**src/rtl/rn_pkg.sv**
```systemverilog
// Shared constants and FSM state encoding for the Rn RAM reader.
// Included by every rn_ram_reader design file through import rn_pkg::*.
package rn_pkg;

  localparam int RN_ADDR_W = 9;
  localparam int RN_DATA_W = 32;
  localparam int RN_DEPTH  = 512;

  typedef enum logic [2:0] {
    ST_IDLE    = 3'd0,
    ST_ISSUE   = 3'd1,
    ST_WAIT    = 3'd2,
    ST_PRESENT = 3'd3,
    ST_FINISH  = 3'd4
  } rn_state_e;

  // Width of a counter that must hold values 0..lat-1 (never narrower than 1 bit).
  function automatic int rn_cnt_width(input int lat);
    return (lat > 2) ? $clog2(lat) : 1;
  endfunction

endpackage

```
**src/rtl/rn_ram_reader_if.sv**
```systemverilog
// Bus bundle for rn_ram_reader: burst command, RAM port and downstream word stream.
// The checksum signal exists only when RN_READ_CHECKSUM_EN is defined.
interface rn_ram_reader_if
  import rn_pkg::*;
#(
  parameter int ADDR_W = RN_ADDR_W,
  parameter int DATA_W = RN_DATA_W
);

  logic              start;
  logic [ADDR_W-1:0] base_addr;
  logic [ADDR_W:0]   count;
  logic              busy;
  logic              done;
  logic [ADDR_W-1:0] ram_addr;
  logic              ram_wren;
  logic [DATA_W-1:0] ram_q;
  logic [DATA_W-1:0] out_data;
  logic              out_valid;
  logic              out_ready;

`ifdef RN_READ_CHECKSUM_EN
  logic [DATA_W-1:0] checksum;

  modport slave (
    input  start, base_addr, count, ram_q, out_ready,
    output busy, done, ram_addr, ram_wren, out_data, out_valid, checksum
  );

  modport master (
    output start, base_addr, count, ram_q, out_ready,
    input  busy, done, ram_addr, ram_wren, out_data, out_valid, checksum
  );
`else
  modport slave (
    input  start, base_addr, count, ram_q, out_ready,
    output busy, done, ram_addr, ram_wren, out_data, out_valid
  );

  modport master (
    output start, base_addr, count, ram_q, out_ready,
    input  busy, done, ram_addr, ram_wren, out_data, out_valid
  );
`endif

endinterface

```
**src/rtl/rn_lat_counter.sv**
```systemverilog
// Load/decrement down-counter with zero flag, used to time the RAM read latency.
module rn_lat_counter #(
  parameter int WIDTH = 1
) (
  input  logic             clk,
  input  logic             rst,
  input  logic             load_i,
  input  logic [WIDTH-1:0] load_val_i,
  input  logic             dec_i,
  output logic             zero_o
);

  logic [WIDTH-1:0] cnt_q;
  logic [WIDTH-1:0] cnt_d;

  // Decrement saturates at zero so a stray dec can never wrap around.
  always_comb begin
    cnt_d = cnt_q;
    if (load_i) begin
      cnt_d = load_val_i;
    end else if (dec_i && (cnt_q != '0)) begin
      cnt_d = cnt_q - WIDTH'(1);
    end
  end

  always_ff @(posedge clk or negedge rst) begin
    if (!rst) begin
      cnt_q <= '0;
    end else begin
      cnt_q <= cnt_d;
    end
  end

  assign zero_o = (cnt_q == '0);

endmodule

```
**src/rtl/rn_ram_reader.sv**
```systemverilog
// Burst reader for the Rn autocorrelation RAM: one outstanding read at a time, words
// handed downstream over valid/ready. Optional feature macro: RN_READ_CHECKSUM_EN.
module rn_ram_reader
  import rn_pkg::*;
#(
  parameter int ADDR_W   = RN_ADDR_W,
  parameter int DATA_W   = RN_DATA_W,
  parameter int READ_LAT = 2
) (
  input logic           clk,
  input logic           rst,
  rn_ram_reader_if.slave bus
);

  localparam int CNT_W = rn_cnt_width(READ_LAT);

  rn_state_e         state_q;
  logic [ADDR_W-1:0] base_q;
  logic [ADDR_W:0]   count_q;
  logic [ADDR_W:0]   index_q;
  logic [ADDR_W-1:0] ram_addr_q;
  logic [DATA_W-1:0] out_data_q;
  logic              out_valid_q;
  logic              busy_q;
  logic              done_q;

  logic              accept;
  logic              handshake;
  logic              cnt_zero;
  logic [ADDR_W:0]   index_inc;

  assign accept    = (state_q == ST_IDLE) && bus.start;
  assign handshake = (state_q == ST_PRESENT) && bus.out_ready;
  assign index_inc = index_q + (ADDR_W+1)'(1);

  rn_lat_counter #(
    .WIDTH (CNT_W)
  ) u_lat_counter (
    .clk        (clk),
    .rst        (rst),
    .load_i     (state_q == ST_ISSUE),
    .load_val_i (CNT_W'(READ_LAT - 1)),
    .dec_i      (state_q == ST_WAIT),
    .zero_o     (cnt_zero)
  );

  // Address wraps naturally through the ADDR_W-bit truncation of base + index.
  always_ff @(posedge clk or negedge rst) begin
    if (!rst) begin
      state_q     <= ST_IDLE;
      base_q      <= '0;
      count_q     <= '0;
      index_q     <= '0;
      ram_addr_q  <= '0;
      out_data_q  <= '0;
      out_valid_q <= 1'b0;
      busy_q      <= 1'b0;
      done_q      <= 1'b0;
    end else begin
      done_q <= 1'b0;
      case (state_q)
        ST_IDLE: begin
          if (accept) begin
            base_q  <= bus.base_addr;
            count_q <= bus.count;
            index_q <= '0;
            busy_q  <= 1'b1;
            state_q <= (bus.count == '0) ? ST_FINISH : ST_ISSUE;
          end
        end
        ST_ISSUE: begin
          ram_addr_q <= base_q + index_q[ADDR_W-1:0];
          state_q    <= ST_WAIT;
        end
        ST_WAIT: begin
          if (cnt_zero) begin
            out_data_q  <= bus.ram_q;
            out_valid_q <= 1'b1;
            state_q     <= ST_PRESENT;
          end
        end
        ST_PRESENT: begin
          if (handshake) begin
            out_valid_q <= 1'b0;
            index_q     <= index_inc;
            state_q     <= (index_inc == count_q) ? ST_FINISH : ST_ISSUE;
          end
        end
        ST_FINISH: begin
          done_q  <= 1'b1;
          busy_q  <= 1'b0;
          state_q <= ST_IDLE;
        end
        default: state_q <= ST_IDLE;
      endcase
    end
  end

`ifdef RN_READ_CHECKSUM_EN
  logic [DATA_W-1:0] checksum_q;

  // Running sum of accepted words; holds its value after the burst until the next start.
  always_ff @(posedge clk or negedge rst) begin
    if (!rst) begin
      checksum_q <= '0;
    end else if (accept) begin
      checksum_q <= '0;
    end else if (handshake) begin
      checksum_q <= checksum_q + out_data_q;
    end
  end

  assign bus.checksum = checksum_q;
`endif

  assign bus.ram_addr  = ram_addr_q;
  assign bus.ram_wren  = 1'b0;
  assign bus.out_data  = out_data_q;
  assign bus.out_valid = out_valid_q;
  assign bus.busy      = busy_q;
  assign bus.done      = done_q;

endmodule

```
**src/flat_wrapper.sv**
```systemverilog
// flat-port wrapper written by rule: the top's interface ports become plain ports
module rn_ram_reader_flat import rn_pkg::*;
#(
  parameter int ADDR_W   = RN_ADDR_W,
  parameter int DATA_W   = RN_DATA_W,
  parameter int READ_LAT = 2
)
  (clk, rst, bus_start, bus_base_addr, bus_count, bus_ram_q, bus_out_ready, bus_busy, bus_done, bus_ram_addr, bus_ram_wren, bus_out_data, bus_out_valid);
  rn_ram_reader_if #(.ADDR_W(ADDR_W), .DATA_W(DATA_W)) bus_i ();
  input logic clk;
  input logic rst;
  input wire logic [$bits(bus_i.start)-1:0] bus_start;
  input wire logic [$bits(bus_i.base_addr)-1:0] bus_base_addr;
  input wire logic [$bits(bus_i.count)-1:0] bus_count;
  input wire logic [$bits(bus_i.ram_q)-1:0] bus_ram_q;
  input wire logic [$bits(bus_i.out_ready)-1:0] bus_out_ready;
  output wire logic [$bits(bus_i.busy)-1:0] bus_busy;
  output wire logic [$bits(bus_i.done)-1:0] bus_done;
  output wire logic [$bits(bus_i.ram_addr)-1:0] bus_ram_addr;
  output wire logic [$bits(bus_i.ram_wren)-1:0] bus_ram_wren;
  output wire logic [$bits(bus_i.out_data)-1:0] bus_out_data;
  output wire logic [$bits(bus_i.out_valid)-1:0] bus_out_valid;
  assign bus_i.start = bus_start;
  assign bus_i.base_addr = bus_base_addr;
  assign bus_i.count = bus_count;
  assign bus_i.ram_q = bus_ram_q;
  assign bus_i.out_ready = bus_out_ready;
  assign bus_busy = bus_i.busy;
  assign bus_done = bus_i.done;
  assign bus_ram_addr = bus_i.ram_addr;
  assign bus_ram_wren = bus_i.ram_wren;
  assign bus_out_data = bus_i.out_data;
  assign bus_out_valid = bus_i.out_valid;
  rn_ram_reader #(.ADDR_W(ADDR_W), .DATA_W(DATA_W), .READ_LAT(READ_LAT)) u_core (.clk(clk), .rst(rst), .bus(bus_i));
endmodule
```
**config.mk**
```make
export PLATFORM = sky130hd
export DESIGN_NAME = rn_ram_reader_flat
export DESIGN_NICKNAME = d
export VERILOG_FILES = /design/src/rtl/rn_pkg.sv /design/src/rtl/rn_ram_reader_if.sv /design/src/rtl/rn_lat_counter.sv /design/src/rtl/rn_ram_reader.sv /design/src/flat_wrapper.sv
export SDC_FILE = /design/constraint.sdc
export NUM_CORES = 1
export LEC_CHECK = 0
export BUFFER_PORTS_ARGS = -buffer_cell sky130_fd_sc_hd__buf_2
export CAP_MARGIN = 20
export CORE_MARGIN = 5
export CORE_UTILIZATION = 45
export CTS_BUF_LIST = sky130_fd_sc_hd__clkbuf_8 sky130_fd_sc_hd__clkbuf_16
export DETAILED_ROUTE_END_ITERATION = 8
export PLACE_DENSITY = 0.73
export SYNTH_ARGS = -nofsm -noshare
export SYNTH_HDL_FRONTEND = slang
export SYNTH_SLANG_ARGS = --single-unit
```
**constraint.sdc**
```tcl
create_clock -name clk -period 2.7 [get_ports clk]
set_clock_uncertainty 0.2 [all_clocks]
set_input_delay 0.135 -clock clk [delete_from_list [all_inputs] [get_ports clk]]
set_output_delay 0.135 -clock clk [all_outputs]
set_load 0.005 [all_outputs]
```
==> flow_metrics.tcl, run 1 <==
set metrics [dict create \
    vias 2914 \
    hold_path_end "u_core.state_q[2]$_DFFE_PN0P_" \
    seq_area_frac_synth_pct 52.63 \
    ctsLongestPathBuffers 2 \
    via_per_inst 5.059 \
    hold_viol 0 \
    path_max_fanout 5 \
    setup_viol 0 \
    rr_worst_depth 7 \
    cts_tree "done" \
    arrival_ns 2.56 \
    slew_headroom_pct 37.14 \
    fin_util_pct 64.26 \
    syn_nets 385 \
    htree_levels 3 \
    r2r_end "u_core.state_q[0]$_DFFE_PN0P_" \
    crit_type "reg -> reg" \
    wire_per_inst_um 14.68 \
    start_kind "register" \
    required_ns 2.74 \
    p_leak_nw 2.339 \
    root_buffer "clkbuf_8" \
    status "finished clean" \
    io_pins 100 \
    die_w_um 100.2 \
    ant_nets 0 \
    ir_worst_vdd_v 0.0004574 \
    post-route-period-util_pct 93.49 \
    wirelength_mm 8.457 \
    dr.pass1.iters 5 \
    crit_path_end_kind "register" \
    cts_sinks 77 \
    worstHoldPathType "in -> reg" \
    layout_setup_ws_ns 0.1758 \
    worst_path_largest_cell_delay_ns 0.57 \
    die_h_um 100.2 \
    worst_pin_slew_ns 0.9429 \
    synth-seq-cells 77 \
    pre_cts_ws_ns 0.1521 \
    die_area_sq_um 10040 \
    crit_chain "ha_2 > xor2_1 > nor3_1 > a31oi_1 > or4_1 > or4_1 > o21a_1" \
    row_count 32 \
    routed-wl-met2_mm 4.179 \
    antenna_found_initial 0 \
    dr.max_layer_used "met4" \
    gr-usage-all-layers_pct 17.34 \
    syn_inst 320 \
    cpMostUsedCell "or4_1" \
    drc_errors 0 \
    post_cts_buffers 0 \
    syn_area_per_cell_sq_um 11.44 \
    max-cap-violations 0 \
    drv_slew 0 \
    grt_pass1_vias 2963 \
    critPathSlowestCell "or4_1" \
    place_congestion 0.8644 \
    drt-initial-drc-count 120 \
    port_buffers 98 \
    fmax_ghz 0.3962 \
    holdWs_ns 0.1045 \
    numCtsBuffers 9 \
    area.growth.synth_to_final_pct 37.05 \
    initial_core_util_pct 46.89 \
    ys_types 45 \
    grt_pass1_wl_mm 13.88 \
    grt_overflow_total 0 \
    clk_pin_slew_ns 0.08 \
    fin_setup_tns_ns 0 \
    met3_length_um 476 \
    finalWorstPathRequiredPeriod_ns 2.524 \
    holdPathStages 4 \
    synth_area_sq_um 3661 \
    rsz0062_at_grt "false" \
    rrSetupSlack_ns 0.18 \
    drt-met1-wl_mm 3.629 \
    drive_gt1_share_pct 36.71 \
    core_area_sq_um 7807 \
    hp-start "bus_start" \
    nets 535 \
    grt_max_degree 78 \
    yosysWarnings 0 \
    n_antenna_cell 0 \
    dp_hpwl_mm 5.777 \
    worstSkewPairLatency_ns 0.34 \
    power_density_nw_per_um2 1014 \
    timing.rr.start "u_core.index_q[0]$_DFFE_PN0P_" \
]
-- report_power, final --
group          switching (mW)  total (mW)  internal (mW)  leakage (nW)
Sequential              0.343        2.02           1.67         0.936
Combinational           0.923        2.05           1.13          1.29
Clock                   0.412        1.02          0.610         0.116
Total                    1.68        5.09           3.41          2.34
-- logic make-up after synthesis --
group / count (synthesis) / synth area share [%]
adder cells (fa/ha/maj): 10 / 3.623
buffers and inverters: 24 / 2.836
XOR/XNOR: 19 / 4.545
flip-flops: 77 / 52.63
multiplexers: 53 / 16.23
other: 1 / 0.1024
AND/OR/NAND/NOR: 85 / 11.76
AO/OA/AOI/OAI: 51 / 8.271
-- stage by stage --
| step | instance area, sq um | power, mW | std cells |
|---|---|---|---|
| 2_1_floorplan | 3661 | 3.331 | 320 |
| 3_3_place_gp | 4249 | 3.945 | 508 |
| 3_5_place_dp | 4249 | 4.027 | 508 |
| 4_1_cts | 5015 | 5.144 | 576 |
| 5_1_grt | 5017 | 5.479 | 576 |
| 6_report | 5017 | 5.088 | 576 |
-- per-layer routing --
layer / global-route usage, % / up-vias
met5: 0 / -
met4: 7.668 / 0
met2: 29.41 / 83
li1: - / 1435
met1: 21.18 / 1379
met3: 3.753 / 17
-- final cells by class --
type | instances | area [sq um]
multi-input cells | 219 | 1644
clock buffers | 9 | 123.9
clock inverters | 6 | 111.4
inverters | 8 | 30.03
fillers | 631 | 2790
well taps | 102 | 127.6
flip-flops and latches | 77 | 1927
repair buffers | 155 | 1054
-- synthesized netlist by cell type, drive strengths merged --
library cell | number | area (sq um)
dfrtp | 77 | 1927
mux2 | 51 | 574.3
o21ai | 28 | 140.1
nand2 | 24 | 90.09
nor2 | 17 | 63.81
clkbuf | 13 | 50.04
xnor2 | 10 | 87.58
ha | 9 | 112.6
xor2 | 9 | 78.83
inv | 8 | 30.03
nor3 | 7 | 35.03
nand3 | 6 | 30.03
or4 | 5 | 37.54
a21o | 4 | 30.03
a21oi | 4 | 20.02
nand2b | 4 | 25.02
a31oi | 3 | 18.77
and2 | 3 | 18.77
and3 | 3 | 20.02
buf | 3 | 23.77
nor3b | 3 | 22.52
nor4 | 3 | 18.77
o31ai | 3 | 22.52
or3 | 3 | 18.77
a211oi | 2 | 15.01
mux2i | 2 | 20.02
nand4 | 2 | 12.51
nor2b | 2 | 12.51
a22o | 1 | 8.760
a22oi | 1 | 7.510
and4 | 1 | 10.01
conb | 1 | 3.750
fa | 1 | 20.02
nor4b | 1 | 8.760
o2111ai | 1 | 8.760
o211ai | 1 | 7.510
o21a | 1 | 7.510
o21bai | 1 | 7.510
o41ai | 1 | 8.760
or2 | 1 | 6.260
-- cells in the final DEF (no fill, tap or decap), types with 6 or more instances in the layout --
cell type      instances
nor2_1                17
dfrtp_1               77
mux2_2                51
ha_1                   8
nor3_1                 6
clkbuf_8               9
buf_2                 97
nand3_1                6
nand2_1               24
dlygate4sd3_1         53
inv_1                  8
o21ai_0               27
xor2_1                 9
xnor2_1               10
-- registers in the layout (all words and copies together), names as in the netlist --
name                        flops
u_core.bus.busy                 1
u_core.count_q                 10
u_core.base_q                   9
u_core.bus.out_valid            1
u_core.index_q                 10
u_core.state_q                  3
u_core.bus.done                 1
u_core.bus.ram_addr             9
u_core.u_lat_counter.cnt_q      1
u_core.bus.out_data            32
-- worst max-delay path by stage --
stage | from | endpoint | cells past startpoint
4_1_cts | u_core.index_q[0]$_DFFE_PN0P_ | u_core.state_q[0]$_DFFE_PN0P_ | 7
3_5_place_dp | u_core.index_q[0]$_DFFE_PN0P_ | u_core.state_q[0]$_DFFE_PN0P_ | 7
2_1_floorplan | u_core.index_q[0]$_DFFE_PN0P_ | u_core.state_q[0]$_DFFE_PN0P_ | 7
5_1_grt | u_core.index_q[0]$_DFFE_PN0P_ | u_core.state_q[0]$_DFFE_PN0P_ | 7
3_3_place_gp | u_core.index_q[0]$_DFFE_PN0P_ | u_core.state_q[0]$_DFFE_PN0P_ | 7
6_report | u_core.index_q[0]$_DFFE_PN0P_ | u_core.state_q[0]$_DFFE_PN0P_ | 7
-- repair_timing --
item,4_1_cts,5_1_grt
resized for setup,0,1
hold buffers,53,0
endpoints found under the setup margin,0,1
endpoints found under the hold margin,131,0
-- critical path, delay by kind of cell, from the launching register on --
kind | cells | cell delay (ns)
AOI/OAI and AO/OA | 2 | 0.23
xor gates and xnor gates | 1 | 0.18
adders and majority gates | 1 | 0.22
DFF | 1 | 0.39
and+or+nand+nor | 3 | 1.21
Power figures use the tool's default switching activity.
==> run 2, diff against run 1 <==
--- a/config.mk
+++ b/config.mk
@@ -11,7 +11,7 @@
 export CORE_UTILIZATION = 45
 export CTS_BUF_LIST = sky130_fd_sc_hd__clkbuf_8 sky130_fd_sc_hd__clkbuf_16
 export DETAILED_ROUTE_END_ITERATION = 8
-export PLACE_DENSITY = 0.73
+export PLACE_DENSITY = 0.7
 export SYNTH_ARGS = -nofsm -noshare
 export SYNTH_HDL_FRONTEND = slang
 export SYNTH_SLANG_ARGS = --single-unit
==> constraint.sdc (replaced) <==
create_clock -name clk -period 3.25 [get_ports clk]
set_clock_uncertainty 0.2 [all_clocks]
set_input_delay 0.1625 -clock clk [delete_from_list [all_inputs] [get_ports clk]]
set_output_delay 0.1625 -clock clk [all_outputs]
set_load 0.005 [all_outputs]
==> run 2 against run 1 <==
  * Non-clock buffer count shrank 1
  * Hold slack lost 0.030 ns
  * Register-to-register slack better by 0.36 ns
  * First-iteration DRC count decreased by 16%
  * Clock-buffer cell count rose by 1
  * Utilization down 0.58 points
  * Critical endpoint unchanged
==> flow_metrics.tcl, run 2 (synthesized netlist as in run 1, its figures left out) <==
set metrics [dict create \
    status "finished clean" \
    worstHoldPathType "in -> reg" \
    cts-resized-gates 0 \
    crit_end "u_core.state_q[0]$_DFFE_PN0P_" \
    die_area_sq_um 10040 \
    gr-usage-all-layers_pct 17.19 \
    worstSetupPathDepth 7 \
    final_common_cell "buf_2" \
    worstSkewPairLatency_ns 0.34 \
    layout_common_cells "97 x buf_2, 77 x dfrtp_1, 53 x dlygate4sd3_1, 51 x mux2_2, 27 x o21ai_0" \
    ir_worst_vdd_v 0.0003520 \
    worst_pin_slew_ns 0.9457 \
    drv_slew 0 \
    core_area_sq_um 7807 \
    dp.cells 507 \
    fin_setup_tns_ns 0 \
    intPower_mw 2.685 \
    drc_errors 0 \
    initial_core_util_pct 46.89 \
    required_ns 3.29 \
    via_per_inst 4.953 \
    numCtsBuffers 9 \
    start_kind "register" \
    row_count 32 \
    rr_worst_depth 7 \
    wire_per_inst_um 14.55 \
    fmax_ghz 0.3688 \
    final_cells 576 \
    cts_sinks 77 \
    cts_tree "done" \
    post_cts_buffers 0 \
    wirelength_mm 8.381 \
    max-cap-violations 0 \
    crit_path_end_kind "register" \
    dr.pass1.iters 4 \
    port_buffers 98 \
    clk_pin_slew_ns 0.08 \
    grt_max_degree 78 \
    crit_buf_inv 0 \
    grt_pass1_vias 2874 \
    crit_chain "ha_1 > xor2_1 > nor3_1 > a31oi_1 > or4_1 > or4_1 > o21a_1" \
    antenna_found_initial 0 \
    vias 2853 \
    critPathTopFamily "simple AND/OR/NAND/NOR gates" \
    grt_pass1_wl_mm 13.80 \
    power_frac_comb_pct 40.8 \
    area.growth.synth_to_final_pct 35.82 \
    timing.rr.start "u_core.index_q[0]$_DFFE_PN0P_" \
    grt_overflow_total 0 \
    cpMostUsedCell "or4_1" \
    rsz0062_at_grt "false" \
    setup_viol 0 \
    ctsLongestPathBuffers 2 \
    worst_path_largest_cell_delay_ns 0.55 \
    startpoint "u_core.index_q[0]$_DFFE_PN0P_" \
    largest_register_ffs 32 \
    hold_viol 0 \
    rrSetupSlack_ns 0.54 \
    r2r_end "u_core.state_q[0]$_DFFE_PN0P_" \
    ant_nets 0 \
    p_clk_share_pct 17.9 \
    power_density_nw_per_um2 820.4 \
    finalWorstPathRequiredPeriod_ns 2.711 \
    die_w_um 100.2 \
    post-route-period-util_pct 83.42 \
    htree_levels 3 \
    slew_headroom_pct 36.95 \
    drive_gt1_share_pct 36.36 \
    power_switching_mw 1.394 \
    io_pins 100 \
    critPathSlowestCell "or4_1" \
    seqPwrFrac_pct 41.3 \
    dp_hpwl_mm 5.747 \
    place_congestion 0.8575 \
    die_h_um 100.2 \
    path_max_fanout 8 \
    root_buffer "clkbuf_8" \
    arrival_ns 2.75 \
    crit_type "reg -> reg" \
    nets 534 \
    netSwitchingFraction_pct 34.18 \
    p_leak_nw 2.319 \
    drt-initial-drc-count 101 \
]
## run 2: layout make-up
cell class,instances,area (sq um)
diodes,1,2.502
repair buffers,154,1046
multi-input cells,219,1642
clock inverters,5,60.06
flip-flops and latches,77,1927
well taps,102,127.6
fillers,597,2835
inverters,8,30.03
clock buffers,10,137.6
## run 2: per-layer routing
layer	vias to the layer above	share of wire (%)	GRT usage [%]	wire (um)
met4	0	2.3	7.461	196
met2	84	47	27.27	3974
met5	-	0	0	0
met1	1327	45	23.22	3751
li1	1427	-	-	-
met3	15	5.5	2.988	458
## run 2: metrics by stage
step / setup WS, ns / utilization [%] / hold WS [ns] / cell area (sq um) / total power, mW
floorplan: 0.7470 / - / -0.3331 / 3661 / 2.767
global placement: 0.6383 / 54.33 / 0.1681 / 4242 / 3.269
detailed placement: 0.5575 / 54.33 / 0.1717 / 4242 / 3.335
CTS: 0.5345 / 63.65 / 0.06314 / 4970 / 4.125
global route: 0.3906 / 63.65 / 0.06799 / 4970 / 4.415
finish: 0.5389 / 63.69 / 0.07404 / 4972 / 4.079
## run 2: worst reg2reg max path: stages, from the launching register on
cell and delay [ns]:
dfrtp_1 0.47, ha_1 0.30, xor2_1 0.20, nor3_1 0.16, a31oi_1 0.06, or4_1 0.55
or4_1 0.49, o21a_1 0.18
## run 2: power by group through the flow
stage,Combinational (mW),Sequential [mW],Clock (mW)
global placement,1.59,1.68,0
finish,1.67,1.68,0.730
CTS,1.69,1.69,0.748
detailed placement,1.63,1.70,0
floorplan,1.12,1.65,0
global route,1.87,1.75,0.790
## run 2: worst min-delay path by stage
stage | end | startpoint | cells past startpoint | slack (ns)
after floorplan | u_core.base_q[0]$_DFFE_PN0P_ | rst | 0 | -0.33
after global placement | u_core.bus.ram_addr[6]$_DFFE_PN0P_ | rst | 1 | 0.17
after detailed placement | u_core.bus.ram_addr[8]$_DFFE_PN0P_ | rst | 1 | 0.17
after CTS | u_core.bus.busy$_DFFE_PN0P_ | bus_start | 3 | 0.06
after global routing | u_core.bus.busy$_DFFE_PN0P_ | bus_start | 3 | 0.07
final | u_core.bus.busy$_DFFE_PN0P_ | bus_start | 3 | 0.07
## run 2: what timing repair did
action | 4_1_cts | 5_1_grt
hold endpoints to repair | 130 | 0
setup endpoints to repair | 0 | 0
hold buffers | 53 | 0
